`config.mk`:
```
export PLATFORM = sky130hd
export DESIGN_NAME = demux_rr_arbiter
export DESIGN_NICKNAME = d
export VERILOG_FILES = /design/src/rtl/demux_rr_arbiter.sv
export SDC_FILE = /design/constraint.sdc
export NUM_CORES = 1
export LEC_CHECK = 0
export BUFFER_PORTS_ARGS = -buffer_cell sky130_fd_sc_hd__buf_2
export CORE_UTILIZATION = 48
export CTS_BUF_LIST = sky130_fd_sc_hd__clkbuf_16
export DETAILED_ROUTE_END_ITERATION = 8
export PLACE_DENSITY = 0.75
export SETUP_SLACK_MARGIN = 0.4
export SYNTH_ARGS = -nofsm -noshare
export SYNTH_HDL_FRONTEND = slang
export SYNTH_SLANG_ARGS = --single-unit
```
`constraint.sdc`:
```
create_clock -name clk -period 1.9 [get_ports clk]
set_input_delay 0.57 -clock clk [delete_from_list [all_inputs] [get_ports clk]]
set_output_delay 0.57 -clock clk [all_outputs]
set_load 0.01 [all_outputs]
```
`src/rtl/demux_rr_arbiter.sv`:
```
// Round-robin arbiter driving the one-hot Sel of a 1-to-N SW demux, with break-before-make switching.
// Optional grant preemption after MAX_HOLD cycles is built only when ARB_TIMEOUT_EN is defined.
module demux_rr_arbiter #(
  parameter int N        = 4,
  parameter int HOLD_W   = 8,
  parameter int MAX_HOLD = 16
) (
  input  logic                 clk,
  input  logic                 rst_n,
  input  logic [N-1:0]         req,
  input  logic [N-1:0]         done,
  input  logic                 din,
  output logic [N-1:0]         sel,
  output logic                 dout,
  output logic [$clog2(N)-1:0] gnt_id,
  output logic                 busy
);

  localparam int ID_W = $clog2(N);

  localparam logic [1:0] IDLE    = 2'd0;
  localparam logic [1:0] GRANT   = 2'd1;
  localparam logic [1:0] RELEASE = 2'd2;

  if (N < 2 || N > 8) begin : g_bad_n
    $error("demux_rr_arbiter: N must be in 2..8");
  end
  if (MAX_HOLD < 1 || MAX_HOLD > (1 << HOLD_W) - 1) begin : g_bad_hold
    $error("demux_rr_arbiter: MAX_HOLD must fit in HOLD_W bits");
  end

  logic [1:0]      state_q, state_d;
  logic [N-1:0]    sel_q, sel_d;
  logic            dout_q, dout_d;
  logic [ID_W-1:0] gnt_id_q, gnt_id_d;
  logic            busy_q, busy_d;
  logic [ID_W-1:0] last_q, last_d;
  logic [ID_W-1:0] pick;
  logic            timeout;
  logic            release_c;

  function automatic logic [ID_W-1:0] wrap_idx(input logic [ID_W-1:0] base, input int k);
    return ID_W'((int'(base) + k) % N);
  endfunction

  // Scan from the farthest candidate inward so the one just after last_q wins;
  // last_q itself is visited at k=N and therefore has the lowest priority.
  always_comb begin
    pick = last_q;
    for (int k = N; k >= 1; k--) begin
      if (req[wrap_idx(last_q, k)]) pick = wrap_idx(last_q, k);
    end
  end

`ifdef ARB_TIMEOUT_EN
  logic [HOLD_W-1:0] hold_q, hold_d;

  // Zero outside GRANT, so the count restarts at 0 on every grant entry.
  assign hold_d  = (state_q == GRANT) ? hold_q + HOLD_W'(1) : '0;
  assign timeout = (state_q == GRANT) && (hold_q == HOLD_W'(MAX_HOLD - 1));

  always_ff @(posedge clk or negedge rst_n) begin
    if (!rst_n) hold_q <= '0;
    else        hold_q <= hold_d;
  end
`else
  assign timeout = 1'b0;
`endif

  // Any combination of owner done, owner request drop and timeout yields one release.
  assign release_c = done[gnt_id_q] | ~req[gnt_id_q] | timeout;

  // NOTE: every always_comb output gets a default first so no path leaves it
  // unassigned -- otherwise synthesis infers a latch.
  always_comb begin
    state_d  = state_q;
    sel_d    = sel_q;
    dout_d   = dout_q;
    gnt_id_d = gnt_id_q;
    busy_d   = busy_q;
    last_d   = last_q;
    case (state_q)
      IDLE: begin
        dout_d = 1'b0;
        if (|req) begin
          state_d     = GRANT;
          sel_d       = '0;
          sel_d[pick] = 1'b1;
          gnt_id_d    = pick;
          last_d      = pick;
          busy_d      = 1'b1;
        end
      end
      GRANT: begin
        if (release_c) begin
          state_d = RELEASE;
          sel_d   = '0;
          dout_d  = 1'b0;
          busy_d  = 1'b0;
        end else begin
          dout_d = din;
        end
      end
      RELEASE: state_d = IDLE;
      default: begin
        state_d = IDLE;
        sel_d   = '0;
        dout_d  = 1'b0;
        busy_d  = 1'b0;
      end
    endcase
  end

  // NOTE: sequential state uses non-blocking assignments so every register
  // samples pre-edge values regardless of statement order.
  always_ff @(posedge clk or negedge rst_n) begin
    if (!rst_n) begin
      state_q  <= IDLE;
      sel_q    <= '0;
      dout_q   <= 1'b0;
      gnt_id_q <= '0;
      busy_q   <= 1'b0;
      last_q   <= ID_W'(N - 1);
    end else begin
      state_q  <= state_d;
      sel_q    <= sel_d;
      dout_q   <= dout_d;
      gnt_id_q <= gnt_id_d;
      busy_q   <= busy_d;
      last_q   <= last_d;
    end
  end

  assign sel    = sel_q;
  assign dout   = dout_q;
  assign gnt_id = gnt_id_q;
  assign busy   = busy_q;

endmodule

```
Word level (Yosys, flattened, before mapping)
Cells that the tools add are included.
{"block": "word_totals", "out_inout_bits": 8, "wordCells": 59, "inputBits": 11, "register_bits": 12}
{"block": "op_classes", "n_mux": 29, "magnitude_cmp": 7, "bitwise": 3, "eq_ne": 4, "n_addsub": 4, "reduce_logical": 6}
{"op": "2-bit by 3-bit < comparator with 1-bit output, second input constant", "count": 6}
{"op": "1-bit binary-select mux with 2-bit select", "count": 6}
{"op": "2-bit two-way mux", "count": 6}
{"op": "4-bit case mux with 3 select lines", "count": 1}
{"op": "1-bit two-way mux", "count": 10}
{"op": "4-bit two-way mux", "count": 2}
{"op": "2-bit by 1-bit adder with 2-bit output, second input constant", "count": 2}
{"op": "2-bit adder, second input constant", "count": 2}
{"op": "2-bit inequality test, second input constant", "count": 2}
{"op": "2-bit case mux with 2 select lines", "count": 1}
{"op": "2-bit AND reduction", "count": 2}
{"op": "4-bit OR reduction", "count": 1}
{"op": "1-bit case mux with 3 select lines", "count": 1}
{"op": "3-bit AND reduction", "count": 1}
{"op": "1-bit demux with 2-bit select", "count": 1}
{"op": "2-bit by 1-bit equality test with 1-bit output, second input constant", "count": 1}
{"op": "2-bit equality test, second input constant", "count": 1}
{"op": "2-bit by 1-bit greater-or-equal comparator with 1-bit output, second input constant", "count": 1}
{"op": "2-bit zero test", "count": 1}
{"op": "1-bit inverter", "count": 2}
{"op": "1-bit case mux with 2 select lines", "count": 1}
{"op": "1-bit logical AND", "count": 1}
{"op": "1-bit OR", "count": 1}

Logic depth before layout (Yosys ltp)
Gate-level depths: netlist of run 1.
{"block": "depth", "word_depth": 13, "depth_mapped": 5}

Worst setup path before layout of run 1
No wires, ideal clock.
{"block": "synth_timing", "kind": "input to register", "start": "in req[3]", "end": "reg gnt_id_q[0] (netlist: gnt_id[0])", "arrival_ps": 1422, "t_required_ps": 1775, "stages": 2, "setup_slack_ps": 353, "cell_sequence": "o41ai_4 -> mux2_2"}
{"block": "synth_via", "elab_chain_len": 6, "word_cells_on_any_way": 14, "cone_classes": "mux: 12; reduce/logical: 2"}
{"item": "start: declaration", "line": "10", "rtl": "input logic [N-1:0] req,"}
{"item": "1-bit binary-select mux with 2-bit select", "line": "51", "rtl": "if (req[wrap_idx(last_q, k)]) pick = wrap_idx(last_q, k);"}
{"item": "1-bit two-way mux (not written as such)", "line": "51"}
{"item": "2-bit two-way mux (4 in a row)", "line": "51"}
{"item": "end signal: assignment", "line": "128", "rtl": "gnt_id_q <= gnt_id_d;"}
{"item": "end: declaration", "line": "35", "rtl": "logic [ID_W-1:0] gnt_id_q, gnt_id_d;"}
Several ways; a longest one is shown, not always the timed one. The select of a mux whose other input is x is not followed.
A chain may end at the register's enable or synchronous reset.

Worst setup path after layout of run 1
{"block": "layout_timing", "start": "in req[3]", "end": "reg sel_q[0] (netlist: sel[0])"}
{"block": "layout_via", "elab_chain_len": 12, "word_cells_on_any_way": 27, "cone_classes": "order compare: 2; eq/ne: 2; mux: 18; bitwise: 2; reduce/logical: 3"}
{"item": "1-bit binary-select mux with 2-bit select", "line": "51"}
{"item": "1-bit two-way mux (not written as such)", "line": "51"}
{"item": "2-bit two-way mux (4 in a row)", "line": "51"}
{"item": "2-bit by 3-bit < comparator with 1-bit output (not written as such) / 2-bit by 1-bit greater-or-equal comparator with 1-bit output (equally long branches)", "line": "88", "rtl": "sel_d[pick] = 1'b1;"}
{"item": "1-bit logical AND (not written as such)", "line": "88"}
{"item": "1-bit two-way mux (not written as such)", "line": "88"}
{"item": "1-bit demux with 2-bit select", "line": "88"}
{"item": "4-bit two-way mux", "line": "85", "rtl": "if (|req) begin"}
{"item": "4-bit case mux with 3 select lines", "line": "82", "rtl": "case (state_q)"}
{"item": "end signal: assignment", "line": "126", "rtl": "sel_q <= sel_d;"}
{"item": "end: declaration", "line": "33", "rtl": "logic [N-1:0] sel_q, sel_d;"}
Several ways; a longest one is shown, not always the timed one. The select of a mux whose other input is x is not followed.

==> results of run 1 <==
## cell usage in the layout, fill, tap and decap left out, types with 2 or more instances in the layout
cell / synthesis / routed
o32ai_2: 0 / 3
dfrtp_1: 10 / 8
nand2_2: 0 / 4
o21ai_0: 4 / 3
a21oi_1: 3 / 3
nand2_1: 9 / 5
buf_2: 0 / 15
buf_6: 1 / 4
dfrtp_2: 0 / 2
dfstp_2: 2 / 2
buf_4: 0 / 9
and4bb_1: 2 / 2
nand2b_1: 3 / 2
inv_1: 3 / 4
clkbuf_16: 0 / 3
## power by group
part,switching (uW),total [uW],leakage [uW],internal [uW]
Clock,104,381,0.0000423,276
Sequential,103,492,0.000147,389
Combinational,440,895,0.000287,455
Total,647,1770,0.000476,1120
## final cells by class
type | count | area, sq um
Sequential cell | 12 | 305
Fill cell | 60 | 180
Tap cell | 14 | 17.5
Multi-Input combinational cell | 43 | 390
Inverter | 3 | 11.3
Clock buffer | 3 | 75.1
Clock inverter | 1 | 3.75
Timing Repair Buffer | 29 | 203
## critical path, delay by kind of cell
kind	cells	cell delay [ns]
simple gates	1	0.06
compound gates	2	0.64
buf+inv	3	0.42
## cells by family after synthesis
logic type / Yosys count / share of synthesized area
AO/OA/AOI/OAI: 19 / 0.240
buffers and inverters: 4 / 0.0343
flip-flops: 12 / 0.462
multiplexers: 2 / 0.0343
AND/OR/NAND/NOR: 22 / 0.229
## flip-flops by register name (all words and copies together), names as in the netlist
signal / cells
sel: 4
gnt_id: 2
last_q: 2
state_q: 2
busy: 1
dout: 1
## routing by layer
layer  wire, um  share of wire  up-vias  track usage
li1           -              -      291            -
met1        766           0.46      286        0.305
met2        780           0.47       30        0.400
met3         97          0.058        4       0.0173
met4         24          0.014        0        0.129
met5          0              0        -            0
## metrics by stage
step	cells	area, sq um	hold WS (ns)	power [uW]
after global placement	91	763	0.456	1080
after CTS	98	906	0.205	1550
after detailed placement	91	763	0.459	1080
after global routing	105	1010	0.227	1870
after floorplan	59	659	0.274	922
final	105	1010	0.196	1770
## worst max-delay path by stage
stage / start / endpoint / slack (ns)
2_1_floorplan: req[1] / last_q[0] / 0.37
3_3_place_gp: req[3] / sel[1] / 0.16
3_5_place_dp: req[3] / sel[0] / 0.14
4_1_cts: req[1] / sel[0] / 0.39
5_1_grt: req[3] / sel[0] / 0.29
6_report: req[3] / sel[0] / 0.33
## repair_timing
item	CTS	global route
endpoints found under the setup margin	5	10
hold endpoints to repair	0	0
pin swaps	1	8
resized for setup	9	16
cloned	0	1
buffers inserted	3	6
==> flow_metrics.tcl, run 1 <==
set metrics [dict create \
    outcome "finished clean" \
    via_count 611 \
    cts_sinks 12 \
    synthCells 59 \
    yosysTopAreaCell "dfrtp_1" \
    port_buffers 18 \
    synthTopCellsByCount "dfrtp_1, nand2_1, o21ai_0, o32ai_1" \
    wire_per_inst_um 15.9 \
    syn2layout_area_growth_pct 53.4 \
    finalMaxSlewViolations 0 \
    core_sq_um 1190 \
    cp.arrival_ns 1.70 \
    firstDrtPassIters 4 \
    cts_hold_buf 0 \
    grt_pass1_vias 550 \
    grt-ovfl-total 0 \
    r2r_start "gnt_id[0]" \
    crit_chain "buf_8 -> buf_6 -> o41ai_4 -> buf_4 -> nand2_2 -> o32ai_2" \
    root_buffer "clkbuf_16" \
    ir_worst_vdd_v 0.00101 \
    yosysSeqAreaShare 0.462 \
    yosys.cell_types.count 26 \
    synth_flop_cell "dfrtp_1" \
    cts_tree "yes" \
    cp-start-kind "input pin" \
    place_congestion 0.734 \
    timing.slew.headroom 0.678 \
    grt_use_total 0.239 \
    postRouteAntennaNets 0 \
    r2r_slack_ns 0.36 \
    grt_setup_unrepaired "true" \
    design.die.area_sq_um 1520 \
    fin_util 0.848 \
    setup.worst_path.end_class "register" \
    finalClockSkew_ns 0.00318 \
    dp_slack_ns 0.138 \
    synthTopCellsByArea "dfrtp_1, dfstp_2, o32ai_1" \
    grt_pass1_wl_um 2370 \
    ys_async_sr_fraction 1.00 \
    drc 0 \
    cap_viol_max_count 0 \
    criticalPathCategory "in2reg" \
    die_x_um 39.0 \
    antenna_found_initial 0 \
    routed_via_density 5.82 \
    finalSetupViolations 0 \
    hold_class "in2async" \
    cts_htree_levels 1 \
    cts_buffers 3 \
    grt_max_degree 13 \
    syn_area_sq_um 656 \
    wl_um 1670 \
    tightest_slew_ns 0.480 \
    clock_latency_ns 0.24 \
    p_per_area_nw_per_um2 1760 \
    slowest_stage "o41ai_4" \
    start_util 0.553 \
    antenna_cells 0 \
    setup_tns_ns 0 \
    critPathRequiredTime_ns 2.03 \
    yosys.area.top_type_share 0.382 \
    clockBufferDepth 2 \
    drive_gt1_frac 0.571 \
    cpPeakStageDelay_ns 0.50 \
    drt-initial-drc-count 19 \
    reg2reg_to "sel[0]" \
    ff2ff_path_depth 4 \
    synth.ff_latch_count 12 \
    syn_area_per_cell_sq_um 11.1 \
    layout_worst_path_cycle_share 0.825 \
    timing.fmax_mhz 638 \
    setup_slack_ns 0.333 \
    synthesis.nets 70 \
    synth_warnings 0 \
    fin_crit_ns 1.57 \
    p_leak_uw 0.000476 \
    dp_hpwl_um 917 \
    clk_pin_slew_ns 0.04 \
    die-height_um 39.0 \
    finalHoldViolCount 0 \
    num_rows 12 \
    crit_path_max_fanout 5 \
    io_pins 19 \
    nets 103 \
    yosysMostFrequentCell "dfrtp_1" \
    synth_edf_count 0 \
]
Note: power is estimated with default switching activity, not from simulation.
==> run 2: changes to the inputs <==
CORE_UTILIZATION = 44   (was 48)
PLACE_DENSITY = 0.72   (was 0.75)
clock period = 1.35 ns   (was 1.9 ns; I/O delays follow)
==> run 2 against run 1 <==
The flow now finishes with violations (negative setup slack). Critical path depth down 2. Count of clock-buffer cells in the layout did not move. Clock power rose by 39%. Sequential cell count did not move. Combinational power up 42%. Final area rose by 2.9%. Via count up 2.0%. Critical path type is now reg2reg. Sequential share of layout area decreased by 0.97 points. Non-clock buffer count up 5. Final cell count grew 5.7%. Routed wire length up 0.12%.
==> flow_metrics.tcl, run 2 (synthesis results as in run 1) <==
set metrics [dict create \
    outcome "complete, but fails checks" \
    violations "negative setup slack" \
    r2r_start "last_q[0]" \
    fin_util 0.766 \
    firstDrtPassIters 4 \
    crit_path_max_fanout 4 \
    drt-initial-drc-count 18 \
    worst-path-buf-inv 0 \
    instances_no_fill 111 \
    final_common_cell "buf_2" \
    cp.arrival_ns 1.62 \
    ff2ff_path_depth 4 \
    largest_register_ff_count 4 \
    antenna_found_initial 0 \
    crit_family "flip-flops" \
    wire_per_inst_um 15.0 \
    grt_setup_unrepaired "true" \
    finalHoldViolCount 0 \
    finalMaxSlewViolations 0 \
    timing.fmax_mhz 666 \
    antenna_cells 0 \
    cts_tree "yes" \
    slowest_stage "dfstp_2" \
    reg2reg_to "gnt_id[0]" \
    cap_viol_max_count 0 \
    fin_crit_ns 1.50 \
    hold_class "in2async" \
    place_congestion 0.794 \
    start_util 0.486 \
    dp_cells 104 \
    via_count 623 \
    design_area_sq_um 1030 \
    criticalPathCategory "reg2reg" \
    grt_use_total 0.241 \
    routed_via_density 5.61 \
    clk_pin_slew_ns 0.04 \
    cts_buffers 3 \
    grt_pass1_wl_um 2470 \
    port_buffers 18 \
    cp-start-kind "register" \
    nets 108 \
    ir_worst_vdd_v 0.00139 \
    grt-ovfl-total 0 \
    die_x_um 40.6 \
    grt_pass1_vias 589 \
    wl_um 1670 \
    place_area_sq_um 876 \
    dp_hpwl_um 1090 \
    setup.worst_path.end_class "register" \
    core_sq_um 1350 \
    p_per_area_nw_per_um2 2380 \
    drc 0 \
    clock_latency_ns 0.24 \
    drive_gt1_frac 0.563 \
    design.die.area_sq_um 1650 \
    die-height_um 40.6 \
    num_rows 13 \
    path_depth 4 \
    cts_sinks 12 \
    tightest_slew_ns 0.377 \
    critPathRequiredTime_ns 1.47 \
    finalSetupViolations 8 \
    final_cell_mix "buf_2, buf_4, nand2_1, dfrtp_1" \
    cts_htree_levels 1 \
    crit_chain "nand2b_4 -> nor2_1 -> a311o_1 -> mux2_2" \
    setup_slack_ns -0.152 \
    cpPeakStageDelay_ns 0.54 \
    clockBufferDepth 2 \
    r2r_slack_ns -0.15 \
    postRouteAntennaNets 0 \
    grt_max_degree 13 \
    p_leak_uw 0.000494 \
    syn2layout_area_growth_pct 57.8 \
    finalClockSkew_ns 0.00470 \
    timing.slew.headroom 0.748 \
    root_buffer "clkbuf_16" \
    io_pins 19 \
    layout_worst_path_cycle_share 1.11 \
]
[run 2: cell types whose count changed in the layout (fill, tap and decap cells not counted), sizes merged]
cell,before,now
inv,4,3
buf,29,34
clkinv,0,1
[run 2: how the worst max path moves through the flow]
stage / from / endpoint / slack (ns)
CTS: gnt_id[0] / sel[3] / -0.12
floorplan: gnt_id[0] / sel[0] / -0.04
detailed placement: req[0] / sel[2] / -0.22
global placement: req[0] / sel[3] / -0.20
global route: last_q[0] / gnt_id[0] / -0.21
finish: last_q[0] / gnt_id[0] / -0.15
[run 2: repair_timing]
item	4_1_cts	5_1_grt
buffers inserted	2	1
hold buffers	0	0
setup endpoints to repair	20	20
gates resized for setup	5	6
pin swaps	6	3
endpoints found under the hold margin	0	0
[run 2: metrics by stage]
stage / setup TNS [ns] / setup WS (ns) / hold slack (ns) / power, uW
after detailed placement: -1.79 / -0.220 / 0.294 / 1690
after CTS: -0.784 / -0.119 / 0.0441 / 2370
after global routing: -1.51 / -0.208 / 0.0615 / 2620
final: -0.926 / -0.152 / 0.0374 / 2460
after global placement: -1.72 / -0.195 / 0.291 / 1670
after floorplan: -0.201 / -0.0414 / 0.109 / 1310
[run 2: area by class of cell]
type	count	area (sq um)
Inverter	3	11.3
Timing Repair Buffer	34	233
Clock buffer	3	75.1
Clock inverter	1	3.75
Multi-Input combinational cell	43	389
Tap cell	15	18.8
Sequential cell	12	304
Fill cell	85	315
[run 2: where the power goes]
group / leakage, uW / total (uW) / internal, uW / switching [uW]
logic: 0.000307 / 1270 / 649 / 620
clock network: 0.0000385 / 531 / 389 / 143
registers: 0.000148 / 661 / 544 / 117
total: 0.000494 / 2460 / 1580 / 880
[run 2: routing by layer]
layer / part of all wire / wire (um) / vias to the layer above / global-route usage
li1: - / - / 302 / -
met1: 0.42 / 702 / 292 / 0.279
met2: 0.51 / 847 / 21 / 0.409
met3: 0.039 / 65 / 8 / 0.0222
met4: 0.032 / 54 / 0 / 0.175
met5: 0 / 0 / - / 0
==> run 3: changes to the inputs <==
--- a/config.mk
+++ b/config.mk
@@ -7,8 +7,7 @@
 export LEC_CHECK = 0
 export BUFFER_PORTS_ARGS = -buffer_cell sky130_fd_sc_hd__buf_2
-export CORE_UTILIZATION = 44
+export CORE_UTILIZATION = 30
 export CTS_BUF_LIST = sky130_fd_sc_hd__clkbuf_16
 export DETAILED_ROUTE_END_ITERATION = 8
-export PLACE_DENSITY = 0.72
 export SETUP_SLACK_MARGIN = 0.4
 export SYNTH_ARGS = -nofsm -noshare
==> constraint.sdc (replaced) <==
create_clock -name clk -period 1.35 [get_ports clk]
set_input_delay 0.405 -clock clk [delete_from_list [all_inputs] [get_ports clk]]
set_output_delay 0.405 -clock clk [all_outputs]
set_load 0.005 [all_outputs]
==> run 3 against run 2 <==
The run still ends with negative setup slack left. Die area increased by 44%. Critical path depth unchanged. Via count increased by 0.48%. Final area increased by 5.0%. Clock skew decreased by 0.00055 ns. Sequential power increased by 3%. Highest routed layer unchanged.
==> flow_metrics.tcl, run 3 (synthesis results as in run 1) <==
set metrics [dict create \
    setup.worst_path.end_class "register" \
    grt_max_degree 13 \
    start_util 0.328 \
    grt-ovfl-total 0 \
    place_congestion 0.719 \
    cp-start-kind "register" \
    cpPeakStageDelay_ns 0.55 \
    layout_worst_path_cycle_share 1.12 \
    slowest_stage "dfstp_2" \
    setup_slack_ns -0.168 \
    timing.slew.headroom 0.723 \
    timing.fmax_mhz 659 \
    grt_pass1_vias 600 \
    port_buffers 18 \
    root_buffer "clkbuf_16" \
    via_count 626 \
    cp.arrival_ns 1.64 \
    finalMaxSlewViolations 0 \
    top_usage_layer "met2" \
    cts_htree_levels 1 \
    antenna_cells 0 \
    tightest_slew_ns 0.413 \
    wire_per_inst_um 13.8 \
    hold_class "in2async" \
    p_leak_uw 0.000509 \
    met2_usage 0.269 \
    drc 0 \
    criticalPathCategory "reg2reg" \
    postRouteAntennaNets 0 \
    num_rows 16 \
    p_per_area_nw_per_um2 2450 \
    grt_setup_unrepaired "true" \
    antenna_found_initial 0 \
    crit_path_max_fanout 4 \
    final_common_cell "buf_2" \
    crit_family "flip-flops" \
    grt.met1_usage 0.179 \
    clockBufferDepth 2 \
    grt_use_total 0.160 \
    fin_crit_ns 1.52 \
    nFillCells 183 \
    final_cell_mix "buf_2, buf_4, nand2_1, dfrtp_1, buf_6" \
    cts_buffers 3 \
    p_total_uw 2660 \
    critPathRequiredTime_ns 1.47 \
    clk_pin_slew_ns 0.04 \
    die-height_um 48.8 \
    dp_hpwl_um 1140 \
    largest_register_ff_count 4 \
    firstDrtPassIters 4 \
    clock_latency_ns 0.24 \
    cts_sinks 12 \
    violations "negative setup slack" \
    crit_chain "nand2b_4 -> nor2_4 -> a311o_2 -> mux2_4" \
    grt_pass1_wl_um 2750 \
    routed_via_density 5.01 \
    finalHoldViolCount 0 \
    core_sq_um 2000 \
    fin_util 0.543 \
    finalSetupViolations 12 \
    syn2layout_area_growth_pct 65.6 \
    cts_tree "yes" \
    outcome "complete, but fails checks" \
    design.die.area_sq_um 2380 \
    wl_um 1720 \
    cap_viol_max_count 0 \
    ir_worst_vdd_v 0.000856 \
    worst-path-buf-inv 0 \
    drive_gt1_frac 0.592 \
    die_x_um 48.8 \
    finalClockSkew_ns 0.00415 \
    met3_usage 0.0220 \
    io_pins 19 \
    nets 110 \
    drt-initial-drc-count 9 \
]
==> run 3: metrics by stage <==
stage	hold WS, ns	setup TNS, ns	cells	setup WS, ns	area (sq um)
floorplan	0.109	-0.0823	59	-0.0357	668
global placement	0.293	-1.77	113	-0.202	856
detailed placement	0.298	-2.04	113	-0.233	856
CTS	0.0389	-0.890	117	-0.124	951
global route	0.0520	-1.83	125	-0.214	1090
finish	0.0297	-1.13	125	-0.168	1090
==> run 3: path summary, 6_finish.rpt <==
| check | cells past startpoint | slack, ns | start | end |
|---|---|---|---|---|
| max in group asynchronous | 1 | 1.04 | rst_n | last_q[1] |
| setup / recovery | 4 | -0.17 | last_q[0] | gnt_id[0] |
| min in group clk | 2 | 0.55 | sel[1] | sel[1] |
| hold reg to reg | 2 | 0.55 | sel[1] | sel[1] |
| setup reg to reg | 4 | -0.17 | last_q[0] | gnt_id[0] |
| hold / removal | 1 | 0.03 | rst_n | busy |
==> run 3: worst register-to-register path, cell delays in order, from the launching register on <==
cell and delay, ns:
dfstp_2 0.55, nand2b_4 0.14, nor2_4 0.04, a311o_2 0.37, mux2_4 0.29
==> run 3: area by class of cell <==
class / count / area [sq um] / share of cell area
clock buffer: 3 / 75.1 / 0.0691
clock inverter: 1 / 3.75 / 0.00346
inverter: 3 / 11.3 / 0.0104
multi-input combinational: 43 / 409 / 0.377
sequential: 12 / 304 / 0.280
tap: 27 / 33.8 / 0.0311
timing repair buffer: 36 / 249 / 0.229
==> run 3: repair_timing <==
item                       CTS  global route
setup endpoints to repair   20            20
pin swaps                    0             4
hold buffers                 0             0
resized for setup            4            14
cloned                       0             0
setup buffers                0             8
==> run 3: report_power, final <==
group          switching, uW  total (uW)  internal (uW)
sequential               135         679            544
clock                    156         546            390
combinational            644        1430            789
total                    935        2660           1720
==> run 3: per-layer routing <==
metal,routed length (um),share of wire
met1,727,0.42
met2,898,0.52
met3,59,0.034
met4,36,0.021
met5,0,0
